===== config.mk =====
export PLATFORM = sky130hd
export DESIGN_NAME = ara_inval_line_queue_flat
export DESIGN_NICKNAME = d
export VERILOG_FILES = /design/src/rtl/ara_inval_line_queue_if.sv /design/src/rtl/ara_inval_line_queue.sv /design/src/flat_wrapper.sv
export SDC_FILE = /design/constraint.sdc
export NUM_CORES = 1
export LEC_CHECK = 0
export CAP_MARGIN = 20
export CELL_PAD_IN_SITES_DETAIL_PLACEMENT = 1
export CELL_PAD_IN_SITES_GLOBAL_PLACEMENT = 2
export CORE_UTILIZATION = 40
export DETAILED_ROUTE_END_ITERATION = 8
export PLACE_DENSITY = 0.84
export SLEW_MARGIN = 20
export SYNTH_ARGS = -nofsm -noshare
export SYNTH_HDL_FRONTEND = slang
export SYNTH_SLANG_ARGS = --single-unit

===== constraint.sdc =====
create_clock -name clk_i -period 14.5 [get_ports clk_i]
set_input_delay 1.45 -clock clk_i [delete_from_list [all_inputs] [get_ports clk_i]]
set_output_delay 1.45 -clock clk_i [all_outputs]
set_load 0.005 [all_outputs]

===== src/rtl/ara_inval_line_queue_if.sv =====
// ---------------------------------------------------------------------------
// ara_inval_line_queue_if
// Purpose : valid/ready handshake bundle carrying one invalidation address.
//           The same bundle is used on both sides of the invalidation queue:
//           the filter side (queue is the slave) and the core side (queue is
//           the master).
// Signals : addr   AddrWidth  byte/line address travelling with the request
//           valid  1          request is valid this cycle
//           ready  1          receiver accepts the request this cycle
// Modports: master drives addr/valid and samples ready,
//           slave samples addr/valid and drives ready.
// ---------------------------------------------------------------------------
interface ara_inval_line_queue_if #(
    parameter int unsigned AddrWidth = 64
);
    logic [AddrWidth-1:0] addr;
    logic                 valid;
    logic                 ready;

    modport master (
        output addr,
        output valid,
        input  ready
    );

    modport slave (
        input  addr,
        input  valid,
        output ready
    );
endinterface


===== src/rtl/ara_inval_line_queue.sv =====
// ---------------------------------------------------------------------------
// ara_inval_line_queue
// Purpose : Buffers the cache-invalidation requests produced by the AXI
//           invalidation filter for Ara's vector stores, aligns them to the
//           L1 D$ line size and hands them to CVA6's D$ invalidation port.
//           Decouples filter stalls from core back-pressure.
// Parameters:
//   AddrWidth    address width (system AXI address width)
//   L1LineWidth  L1 D$ line size in bytes, power of two, >= 2
//   Depth        number of queue entries, power of two, >= 2
// Ports   :
//   clk_i      in   clock
//   rst_ni     in   synchronous active-low reset
//   en_i       in   coherence enable; when low, requests are accepted and dropped
//   inval_req  slave  if  filter side: addr (byte address), valid, ready
//   inval_rsp  master if  core side: addr (line address), valid, ready
//   count_o    out  number of occupied entries
//   empty_o    out  queue is empty
// Configuration macro:
//   ARA_INVAL_COALESCE_EN  when defined, a request whose line already sits in
//                          the queue is accepted and dropped (duplicate
//                          suppression). When undefined, no comparators exist
//                          and every enabled request is enqueued.
// ---------------------------------------------------------------------------
module ara_inval_line_queue #(
    parameter int unsigned AddrWidth   = 64,
    parameter int unsigned L1LineWidth = 16,
    parameter int unsigned Depth       = 4
) (
    input  logic                         clk_i,
    input  logic                         rst_ni,
    input  logic                         en_i,
    ara_inval_line_queue_if.slave        inval_req,
    ara_inval_line_queue_if.master       inval_rsp,
    output logic [$clog2(Depth+1)-1:0]   count_o,
    output logic                         empty_o
);

    localparam int unsigned PtrW = $clog2(Depth);
    localparam int unsigned CntW = $clog2(Depth + 1);
    localparam logic [AddrWidth-1:0] LineMask = ~(AddrWidth'(L1LineWidth - 1));
    localparam logic [CntW-1:0] DepthCnt = CntW'(Depth);

    logic [AddrWidth-1:0] mem_q [Depth];
    logic [PtrW-1:0]      wPtr_q, wPtr_d;
    logic [PtrW-1:0]      rPtr_q, rPtr_d;
    logic [CntW-1:0]      count_q, count_d;

    logic [AddrWidth-1:0] reqLine;
    logic                 full;
    logic                 pop;
    logic                 accept;
    logic                 push;
    logic                 hit;
    logic                 readyIn;

    // Line alignment of the incoming byte address plus the basic occupancy
    // and handshake terms that everything else is built from.
    always_comb begin
        reqLine = inval_req.addr & LineMask;
        full    = (count_q == DepthCnt);
        pop     = (count_q != '0) && inval_rsp.ready;
        accept  = inval_req.valid && readyIn;
    end

`ifdef ARA_INVAL_COALESCE_EN
    logic            matchHead;
    logic            matchOther;
    logic [PtrW-1:0] offset;

    // Duplicate detection. The head entry is compared separately because a
    // match against a head that is leaving this cycle must not suppress the
    // new request (the store that caused it may be newer than the popped
    // invalidation). Ready is derived from the pop-independent terms so the
    // core's ready never reaches the filter's ready combinationally; a head
    // match on a full queue is still safe to accept because either it is a
    // hit (head stays) or the head is popping and frees its slot.
    always_comb begin
        matchHead  = en_i && (count_q != '0) && (mem_q[rPtr_q] == reqLine);
        matchOther = 1'b0;
        offset     = '0;
        for (int i = 0; i < int'(Depth); i++) begin
            offset = PtrW'(i) - rPtr_q;
            if ((offset != '0) && (CntW'(offset) < count_q) && (mem_q[i] == reqLine)) begin
                matchOther = en_i;
            end
        end
        hit     = matchOther || (matchHead && !pop);
        readyIn = !en_i || !full || matchOther || matchHead;
    end
`else
    // No duplicate suppression: only a full queue with coherence enabled
    // stalls the filter.
    always_comb begin
        hit     = 1'b0;
        readyIn = !en_i || !full;
    end
`endif

    // Next-state computation for the pointers and the occupancy counter.
    // Pointers wrap naturally because Depth is a power of two.
    always_comb begin
        push    = accept && en_i && !hit;
        wPtr_d  = push ? wPtr_q + 1'b1 : wPtr_q;
        rPtr_d  = pop  ? rPtr_q + 1'b1 : rPtr_q;
        count_d = count_q;
        case ({push, pop})
            2'b10:   count_d = count_q + 1'b1;
            2'b01:   count_d = count_q - 1'b1;
            default: count_d = count_q;
        endcase
    end

    // State registers. Reset clears the storage too so the output address
    // reads zero until the first entry arrives. When a full queue pushes
    // while popping, wPtr equals rPtr and the write lands in the slot that
    // is being vacated.
    always_ff @(posedge clk_i) begin
        if (!rst_ni) begin
            wPtr_q  <= '0;
            rPtr_q  <= '0;
            count_q <= '0;
            for (int i = 0; i < int'(Depth); i++) begin
                mem_q[i] <= '0;
            end
        end else begin
            wPtr_q  <= wPtr_d;
            rPtr_q  <= rPtr_d;
            count_q <= count_d;
            if (push) begin
                mem_q[wPtr_q] <= reqLine;
            end
        end
    end

    // Outputs come straight from state, so nothing is bypassed within a cycle.
    always_comb begin
        inval_req.ready = readyIn;
        inval_rsp.valid = (count_q != '0);
        inval_rsp.addr  = mem_q[rPtr_q];
        count_o         = count_q;
        empty_o         = (count_q == '0);
    end

endmodule


===== src/flat_wrapper.sv =====
// flat-port wrapper written by rule: the top's interface ports become plain ports
module ara_inval_line_queue_flat 
#(
    parameter int unsigned AddrWidth   = 64,
    parameter int unsigned L1LineWidth = 16,
    parameter int unsigned Depth       = 4
)
  (clk_i, rst_ni, en_i, count_o, empty_o, inval_req_addr, inval_req_valid, inval_req_ready, inval_rsp_addr, inval_rsp_valid, inval_rsp_ready);
  ara_inval_line_queue_if #(.AddrWidth(AddrWidth)) inval_req_i ();
  ara_inval_line_queue_if #(.AddrWidth(AddrWidth)) inval_rsp_i ();
  input  logic clk_i;
  input  logic rst_ni;
  input  logic en_i;
  output logic [$clog2(Depth+1)-1:0] count_o;
  output logic empty_o;
  input wire logic [$bits(inval_req_i.addr)-1:0] inval_req_addr;
  input wire logic [$bits(inval_req_i.valid)-1:0] inval_req_valid;
  output wire logic [$bits(inval_req_i.ready)-1:0] inval_req_ready;
  output wire logic [$bits(inval_rsp_i.addr)-1:0] inval_rsp_addr;
  output wire logic [$bits(inval_rsp_i.valid)-1:0] inval_rsp_valid;
  input wire logic [$bits(inval_rsp_i.ready)-1:0] inval_rsp_ready;
  assign inval_req_i.addr = inval_req_addr;
  assign inval_req_i.valid = inval_req_valid;
  assign inval_req_ready = inval_req_i.ready;
  assign inval_rsp_addr = inval_rsp_i.addr;
  assign inval_rsp_valid = inval_rsp_i.valid;
  assign inval_rsp_i.ready = inval_rsp_ready;
  ara_inval_line_queue #(.AddrWidth(AddrWidth), .L1LineWidth(L1LineWidth), .Depth(Depth)) u_core (.clk_i(clk_i), .rst_ni(rst_ni), .en_i(en_i), .inval_req(inval_req_i), .inval_rsp(inval_rsp_i), .count_o(count_o), .empty_o(empty_o));
endmodule

# Word-level counts from Yosys, hierarchy flattened
# Memory sizes are Yosys's and may differ from the RTL's. A register that Yosys moved wholly into a read port is not among the register bits.
# Cells that the tools add are included.
op_classes:
  addsub: 4
  n_eq_ne: 3
  muxes: 10
  reduce_logical: 10
ops:
  columns: ["operator", "count"]
  rows:
  - ["2-to-1 mux 60 bit", 1]
  - ["OR reduction 60 bit", 1]
  - ["2-to-1 mux 2 bit", 3]
  - ["case mux 3 bit (2 select lines)", 1]
  - ["2-to-1 mux 1 bit", 5]
  - ["adder 2 x 1 -> 2 bit, second input constant", 2]
  - ["adder 3 x 1 -> 3 bit, second input constant", 1]
  - ["equality test 3 bit, second input constant", 1]
  - ["logical AND 1 bit", 3]
  - ["zero test 3 bit", 1]
  - ["nonzero test 3 bit", 1]
  - ["subtractor 3 x 1 -> 3 bit, second input constant", 1]
  - ["equality test 2 x 1 -> 1 bit, second input constant", 1]
  - ["equality test 2 bit, second input constant", 1]
  - ["zero test 1 bit", 2]
  - ["nonzero test 2 bit", 1]
  - ["logical OR 1 bit", 1]
totals:
  register_bits: 7
  ramBits: 240
  inputBits: 69
  output_inout_bits: 70
  elab_cells: 31
  memories: 1
mem_list:
  columns: ["name", "words", "word_bits", "read_ports", "rd_ports_with_merged_regs", "wr", "line", "rtl"]
  rows:
  - ["u_core.mem_q", 4, 60, 1, 1, 4, "ara_inval_line_queue.sv:44", "logic [AddrWidth-1:0] mem_q [Depth];"]

# Depth between registers and ports, before layout
# Gate-level depths: netlist (run 1).
logic_depth:
  depth_word: 10
  depth_mapped: 8
  depth_no_buf: 8

# Worst setup path before layout (run 1)
# OpenSTA, ideal clock, no wires.
synth_timing:
  path_type: "input -> register"
  startpoint: "input inval_req_valid"
  endpoint: "memory u_core.mem_q[0][0] (netlist bit) (enable)"
  setup_ns: 0.567
  t_arrival_ns: 6.312
  t_required_ns: 13.933
  setup_slack_ns: 7.622
  stages: 3
  path_buffers: 0
  path_cell_list: "nand2_1 > or2_2 > o31ai_1"
synth_lines:
  columns: ["item", "line", "rtl"]
  rows:
  - ["start: declaration", "flat_wrapper.sv:17", "input wire logic [$bits(inval_req_i.valid)-1:0] inval_req_valid;"]
  - ["end: declaration", "ara_inval_line_queue.sv:44", null]

==> results of run 1 <==
## worst paths after layout
kind	start	endpoint	slack, ns	cells past startpoint
setup / recovery	flip-flop	inval_rsp_addr[8]	9.93	3
hold / removal	u_core.rPtr_q[0]$_SDFFE_PN0P_	flip-flop	0.51	2
setup reg to reg	u_core.count_o[0]$_SDFFE_PN0P_	u_core.mem_q[0][10]$_SDFFCE_PN0P_	11.62	5
hold reg to reg	u_core.rPtr_q[0]$_SDFFE_PN0P_	flip-flop	0.51	2
## stage by stage
stage | util, % | cells | setup WS, ns | area (µm²) | hold slack, ns
finish | 49.6 | 1133 | 9.93 | 13300 | 0.512
global route | 49.6 | 1132 | 9.68 | 13300 | 0.554
CTS | 49.6 | 1132 | 9.81 | 13300 | 0.510
detailed placement | 46.8 | 1084 | 9.75 | 12600 | 0.503
global placement | 46.8 | 1084 | 9.97 | 12600 | 0.470
floorplan | - | 662 | 7.62 | 11000 | 0.458
## cell families (layout without fill, tap and decap cells)
group           Yosys count  after routing  synth area share (%)
compound gates           14             14                 0.766
flops                   249            249                  67.5
other cells               1              5                0.0342
buf+inv                  69            198                  2.96
simple gates            262            262                  16.0
xor+xnor                  2              2                 0.160
mux                      60             60                  12.3
fa+ha+maj                 2              2                 0.297
## report_power, final
| part | internal, W | switching (W) | total [W] |
|---|---|---|---|
| clock network | 0.000340 | 0.000267 | 0.000608 |
| logic | 0.000234 | 0.000158 | 0.000392 |
| registers | 0.000841 | 0.0000470 | 0.000888 |
| total | 0.00141 | 0.000472 | 0.00189 |
## state kept, by name, indices dropped and copies added (netlist names), named ones only
name,cells
u_core.mem_q,240
u_core.count_o,3
u_core.rPtr_q,2
u_core.wPtr_q,2
## routing by layer
metal  wire [µm]  track usage, %  vias up
met5           0               0        -
li1            -               -     2801
met2       12800            31.0      132
met4         336            4.11        0
met3        1040            3.12       29
met1       10800            23.5     3221
## layout by cell type, fill, tap and decap left out, drive strengths merged, types with 2 or more instances in the layout
master and count:
a21oi 4, and2 61, and3 180, buf 14
clkbuf 36, clkdlybuf4s50 130, clkinv 12, conb 4
dfxtp 9, edfxtp 240, inv 6, mux4 60
nand2 5, nor2 6, o21ai 5, o31ai 4
or3 4, xor2 2
## critical path, delay by kind of cell, from the launching register on
family	cells	cell delay (ns)
flops	1	0.75
buf+inv	2	1.17
mux	1	0.64
## final cells by class
class,count,area (µm²)
Antenna cell,1,2.50
Clock buffer,36,709
Timing Repair Buffer,144,1410
Tap cell,341,427
Fill cell,2560,13500
Inverter,6,22.5
Multi-Input combinational cell,344,3330
Sequential cell,249,7390
Clock inverter,12,52.6
## synth_stat cells
library cell    n  area [µm²]
and3_2         89         668
nor3b_4         1        18.8
nor2_1          6        22.5
nand4b_1        1        8.76
buf_4           5        37.5
clkbuf_1       31         116
o31ai_1         4        30.0
inv_1           5        18.8
nand2_1         5        18.8
o21ai_0         5        25.0
buf_6           2        22.5
a21oi_1         4        20.0
clkbuf_2       18        90.1
ha_1            1        12.5
buf_2           7        35.0
xor2_1          2        17.5
nand3_1         1        5.00
nor2b_1         1        6.26
mux4_2         60        1350
fa_1            1        20.0
and2_1         61         382
o2bb2ai_1       1        8.76
and3_1         91         569
or3_2           2        15.0
conb_1          1        3.75
or2_2           1        6.26
inv_2           1        3.75
dfxtp_1         9         180
nor3_4          1        16.3
or3_1           2        12.5
edfxtp_1      240        7210
==> summary.md, run 1 <==
| Metric | Value |
|---|---|
| Setup CP Type | `flip-flop to output port` |
| GRT Util Overall | `17.9%` |
| Max-slew headroom | `31.6%` |
| Antenna-violating nets left | `0` |
| Final net count | `843` |
| Std-Cell Rows | `60` |
| Highest-delay cell along the critical path | `dfxtp_4` |
| CTS Root Cell | `clkbuf_16` |
| VDD IR max | `a little under 0.1 mV` |
| Pwr Density | `141 nW/µm²` |
| Crit-path max FO | `32` |
| Max-slew violations | `0` |
| Clk_skew | `0.00547 ns` |
| Drc violations | `0` |
| Status | `complete, no violations` |
| Port-buffer cells | `130` |
| First-pass GRT wire length | `38,600 µm` |
| Syn. warnings | `0` |
| CP Launch Type | `flip-flop` |
| Vias | `6,183` |
| CTS Buffer Depth | `3` |
| Setup TNS | `0 ns` |
| Routed WL | `~25,000 µm` |
| Die W | `about 170 µm` |
| # setup viols final | `0` |
| Iter 0 DRT Violations | `358` |
| Area delta synth->final | `21.8%` |
| Synthesized flop and latch total | `249` |
| Initial antenna violation count | `0` |
| GR Overflow Total | `0` |
| CORE AREA | `roughly 27,000 µm²` |
| Required time worst endpoint | `13.05 ns` |
| Vias in the first global route | `6,680` |
| Die area | `~28,000 µm²` |
| Sequential share of the synthesized area | `between 60 and 70%` |
| Worst min path class | `flip-flop to flip-flop` |
| Leak Pwr | `~5.2 nW` |
| Clock insertion delay at the later pin of the skew report | `roughly 0.52 ns` |
| Share of layout cells above drive strength 1 | `26.7%` |
| RSZ-0062 raised after global routing | `false` |
| Syn_area_per_cell | `around 17 µm²` |
| Power Total | `between 0.0015 and 0.002 W` |
| Max Freq | `around 0.22 GHz` |
| CTS Buf Count | `27` |
| Max Cap Viol | `0` |
| Largest net degree at the start of global routing | `134` |
| Fin crit share | `31.5%` |
| DR pass1 iterations | `4` |
| Critical Path Sink Type | `output port` |
| Fin crit period | `4.57 ns` |
| Post-Synthesis Cells | `about 660` |
| Netlist cell types | `31` |
| Initial Utilization | `between 40% and 50%` |
| CTS tree | `built` |
| H-tree levels | `1` |
| Post-CTS setup buffers | `0` |
| DR WL/cell | `22.1 µm` |
| Die Ht | `167 µm` |
| Clock sinks | `249` |
| Crit path DAT | `3.12 ns` |
| Via/cell ratio | `5.46` |
| Final hold vios | `0` |
| Clock transition time at the flip-flop clock pins of the worst setup and hold paths | `approximately 0.060 ns` |
| Hold bufs inserted after CTS | `0` |
| Worst-path cell chain | `buf_4 > mux4_2 > clkdlybuf4s50_1` |
| Gpl congestion | `0.726` |
| Post-synthesis cell area | `10,900 µm²` |
| Post-CTS Resized | `0` |
| Hpwl dp | `13,700 µm` |
| IO Pins | `139` |
| Worst path max stage delay | `around 0.75 ns` |
| Slew of the pin with the lowest slew margin | `1.03 ns` |
Power figures use the tool's default switching activity.
==> run 2: changes to the inputs <==
==> constraint.sdc (replaced) <==
create_clock -name clk_i -period 4.6 [get_ports clk_i]
set_input_delay 0.46 -clock clk_i [delete_from_list [all_inputs] [get_ports clk_i]]
set_output_delay 0.46 -clock clk_i [all_outputs]
set_load 0.005 [all_outputs]
==> run 2 against run 1 <==
Compared with the run above:
- via count fell by 0.70%
- combinational power increased to 3.2 times the previous value
- sequential power increased to 3.2 times the previous value
- first-iteration DRC count is 15% lower
- power grew to 3.2 times the previous value
- cell count shrank 0.18%
- global-route usage is 0.30 points higher
- non-clock buffer count is 1 lower
- worst hold slack got worse by 0.014 ns
- die area unchanged
- flip-flop and latch count is the same
- clock skew up 0.0039 ns
- critical endpoint is now inval_rsp_addr[4]
==> summary.md, run 2 (synthesized netlist as in run 1, its figures left out) <==
| Metric | Value |
|---|---|
| Iter 0 DRT Violations | `between 300 and 400` |
| Layout Cells excl Fill | `1,131` |
| Pwr Density | `455 nW/µm²` |
| Die Ht | `around 170 µm` |
| Antenna-violating nets left | `0` |
| Vias | `around 6,000` |
| Top reg by flops | `u_core.mem_q` |
| Worst path max stage delay | `0.81 ns` |
| CORE AREA | `26,900 µm²` |
| Fin crit share | `between 70% and 80%` |
| CP Launch Type | `flip-flop` |
| Required time worst endpoint | `4.14 ns` |
| DP Area | `approximately 13,000 µm²` |
| Gpl congestion | `0.724` |
| IO Pins | `139` |
| Buf+Inv Stages, Crit Path | `2` |
| Critical Path Sink Type | `output port` |
| Vias in the first global route | `7,002` |
| Area delta synth->final | `22.7%` |
| Leak Pwr | `a little over 5 nW` |
| Net Switching | `between 0.001 and 0.0015 W` |
| Fill cells | `2,563` |
| GRT Util Overall | `18.2%` |
| Switching share of power | `24.3%` |
| CTS tree | `built` |
| Multi-input logic area | `~3300 µm²` |
| Clock sinks | `249` |
| Via/cell ratio | `roughly 5.4` |
| CP top delay family | `buffers and inverters` |
| Drc violations | `0` |
| Antenna diodes | `0` |
| CTS Buf Count | `26` |
| Slew of the pin with the lowest slew margin | `1.02 ns` |
| RSZ-0062 raised after global routing | `false` |
| Seq pwr share | `45.9%` |
| Worst-path cell chain | `buf_12 > mux4_2 > clkdlybuf4s50_1` |
| Worst min path class | `flip-flop to flip-flop` |
| Initial antenna violation count | `1` |
| Share of layout cells above drive strength 1 | `between 20% and 30%` |
| Clock insertion delay at the later pin of the skew report | `0.53 ns` |
| Initial Utilization | `40.7%` |
| Commonest non-fill, non-tap cell in the layout | `edfxtp_1` |
| Status | `complete, no violations` |
| Reg area | `7390 µm²` |
| Die W | `167 µm` |
| DR WL/cell | `22.1 µm` |
| CTS Root Cell | `clkbuf_16` |
| CTS Buffer Depth | `3` |
| Std-Cell Rows | `60` |
| VDD IR max | `0.318 mV` |
| Post-CTS Resized | `0` |
| Max-slew headroom | `between 30% and 40%` |
| Utilization after layout | `50.0%` |
| Setup CP Type | `flip-flop to output port` |
| Highest-delay cell along the critical path | `dfxtp_4` |
| DR pass1 iterations | `4` |
| Final hold vios | `0` |
| Hpwl dp | `between 10,000 and 15,000 µm` |
| Port-buffer cells | `130` |
| Largest net degree at the start of global routing | `approximately 240` |
| Crit path DAT | `2.81 ns` |
| Most frequent cells in the layout | `240 x edfxtp_1, 130 x clkdlybuf4s50_1, 91 x and3_1, 89 x and3_2, 61 x and2_1` |
| Final net count | `roughly 840` |
| Fin crit period | `~3.3 ns` |
| Routed WL | `25,000 µm` |
| Max Cap Viol | `0` |
| Post-CTS setup buffers | `0` |
| Clk pwr share | `33.9%` |
| Largest register FFs | `240` |
| H-tree levels | `1` |
| Max Freq | `0.306 GHz` |
| First-pass GRT wire length | `between 30,000 and 40,000 µm` |
| Post-route cell area | `between 10,000 and 15,000 µm²` |
| Dpl cells | `1,083` |
| Hold bufs inserted after CTS | `0` |
| GR Overflow Total | `0` |
| Pint | `between 0.004 and 0.005 W` |
| Max-slew violations | `0` |
| Clk_skew | `between 0.009 and 0.01 ns` |
| # setup viols final | `0` |
| Clock transition time at the flip-flop clock pins of the worst setup and hold paths | `0.06 ns` |
| Combinational power share | `20.3%` |
| Crit-path max FO | `31` |
| Die area | `28,000 µm²` |
run 2: cell types whose count changed in the layout (fill, tap and decap cells not counted):
cell	delta
buf_4	-3
bufinv_16	+3
clkbuf_1	-3
buf_12	+2
clkinv_2	-1
clkinvlp_4	+1
diode_2	-1
run 2: tightest hold or removal path, cell delays in order (launching register included):
cell	delay [ns]
dfxtp_1	0.31
o21ai_0	0.07
a21oi_1	0.07
run 2: area by class of cell:
class | count | share of cell area [%]
Clock buffer | 33 | 5.20
Multi-Input combinational cell | 344 | 24.8
Tap cell | 341 | 3.18
Clock inverter | 15 | 1.08
Inverter | 6 | 0.168
Timing Repair Buffer | 143 | 10.6
Sequential cell | 249 | 55.0
run 2: power groups by stage:
stage,Sequential (W),Combinational (W),Clock [W]
after global routing,0.00284,0.00133,0.00219
after CTS,0.00282,0.00127,0.00212
after global placement,0.00285,0.00124,0
after floorplan,0.00274,0.000712,0
after detailed placement,0.00286,0.00126,0
final,0.00281,0.00124,0.00207
run 2: routing by layer:
| layer | share of wire (%) | track usage, % |
|---|---|---|
| met1 | 41 | 22.0 |
| met2 | 53 | 33.5 |
| met3 | 3.8 | 2.84 |
| met4 | 2.4 | 4.99 |
| met5 | 0 | 0 |
run 2: stage by stage:
step / hold WS, ns / power, W / setup TNS, ns / setup WS (ns)
6_report: 0.498 / 0.00612 / 0 / 1.33
4_1_cts: 0.499 / 0.00621 / 0 / 1.24
3_5_place_dp: 0.482 / 0.00412 / 0 / 1.77
2_1_floorplan: 0.458 / 0.00345 / -154.60 / -1.29
5_1_grt: 0.530 / 0.00636 / 0 / 1.16
3_3_place_gp: 0.463 / 0.00408 / 0 / 1.82
run 2: final timing paths:
| check | from | end | cells past startpoint | slack (ns) |
|---|---|---|---|---|
| max reg2reg | u_core.count_o[2]$_SDFFE_PN0P_ | u_core.count_o[2]$_SDFFE_PN0P_ | 8 | 2.06 |
| max | flip-flop | inval_rsp_addr[4] | 3 | 1.33 |
| min | u_core.rPtr_q[1]$_SDFFE_PN0P_ | flip-flop | 2 | 0.50 |
| min reg2reg | u_core.rPtr_q[1]$_SDFFE_PN0P_ | flip-flop | 2 | 0.50 |
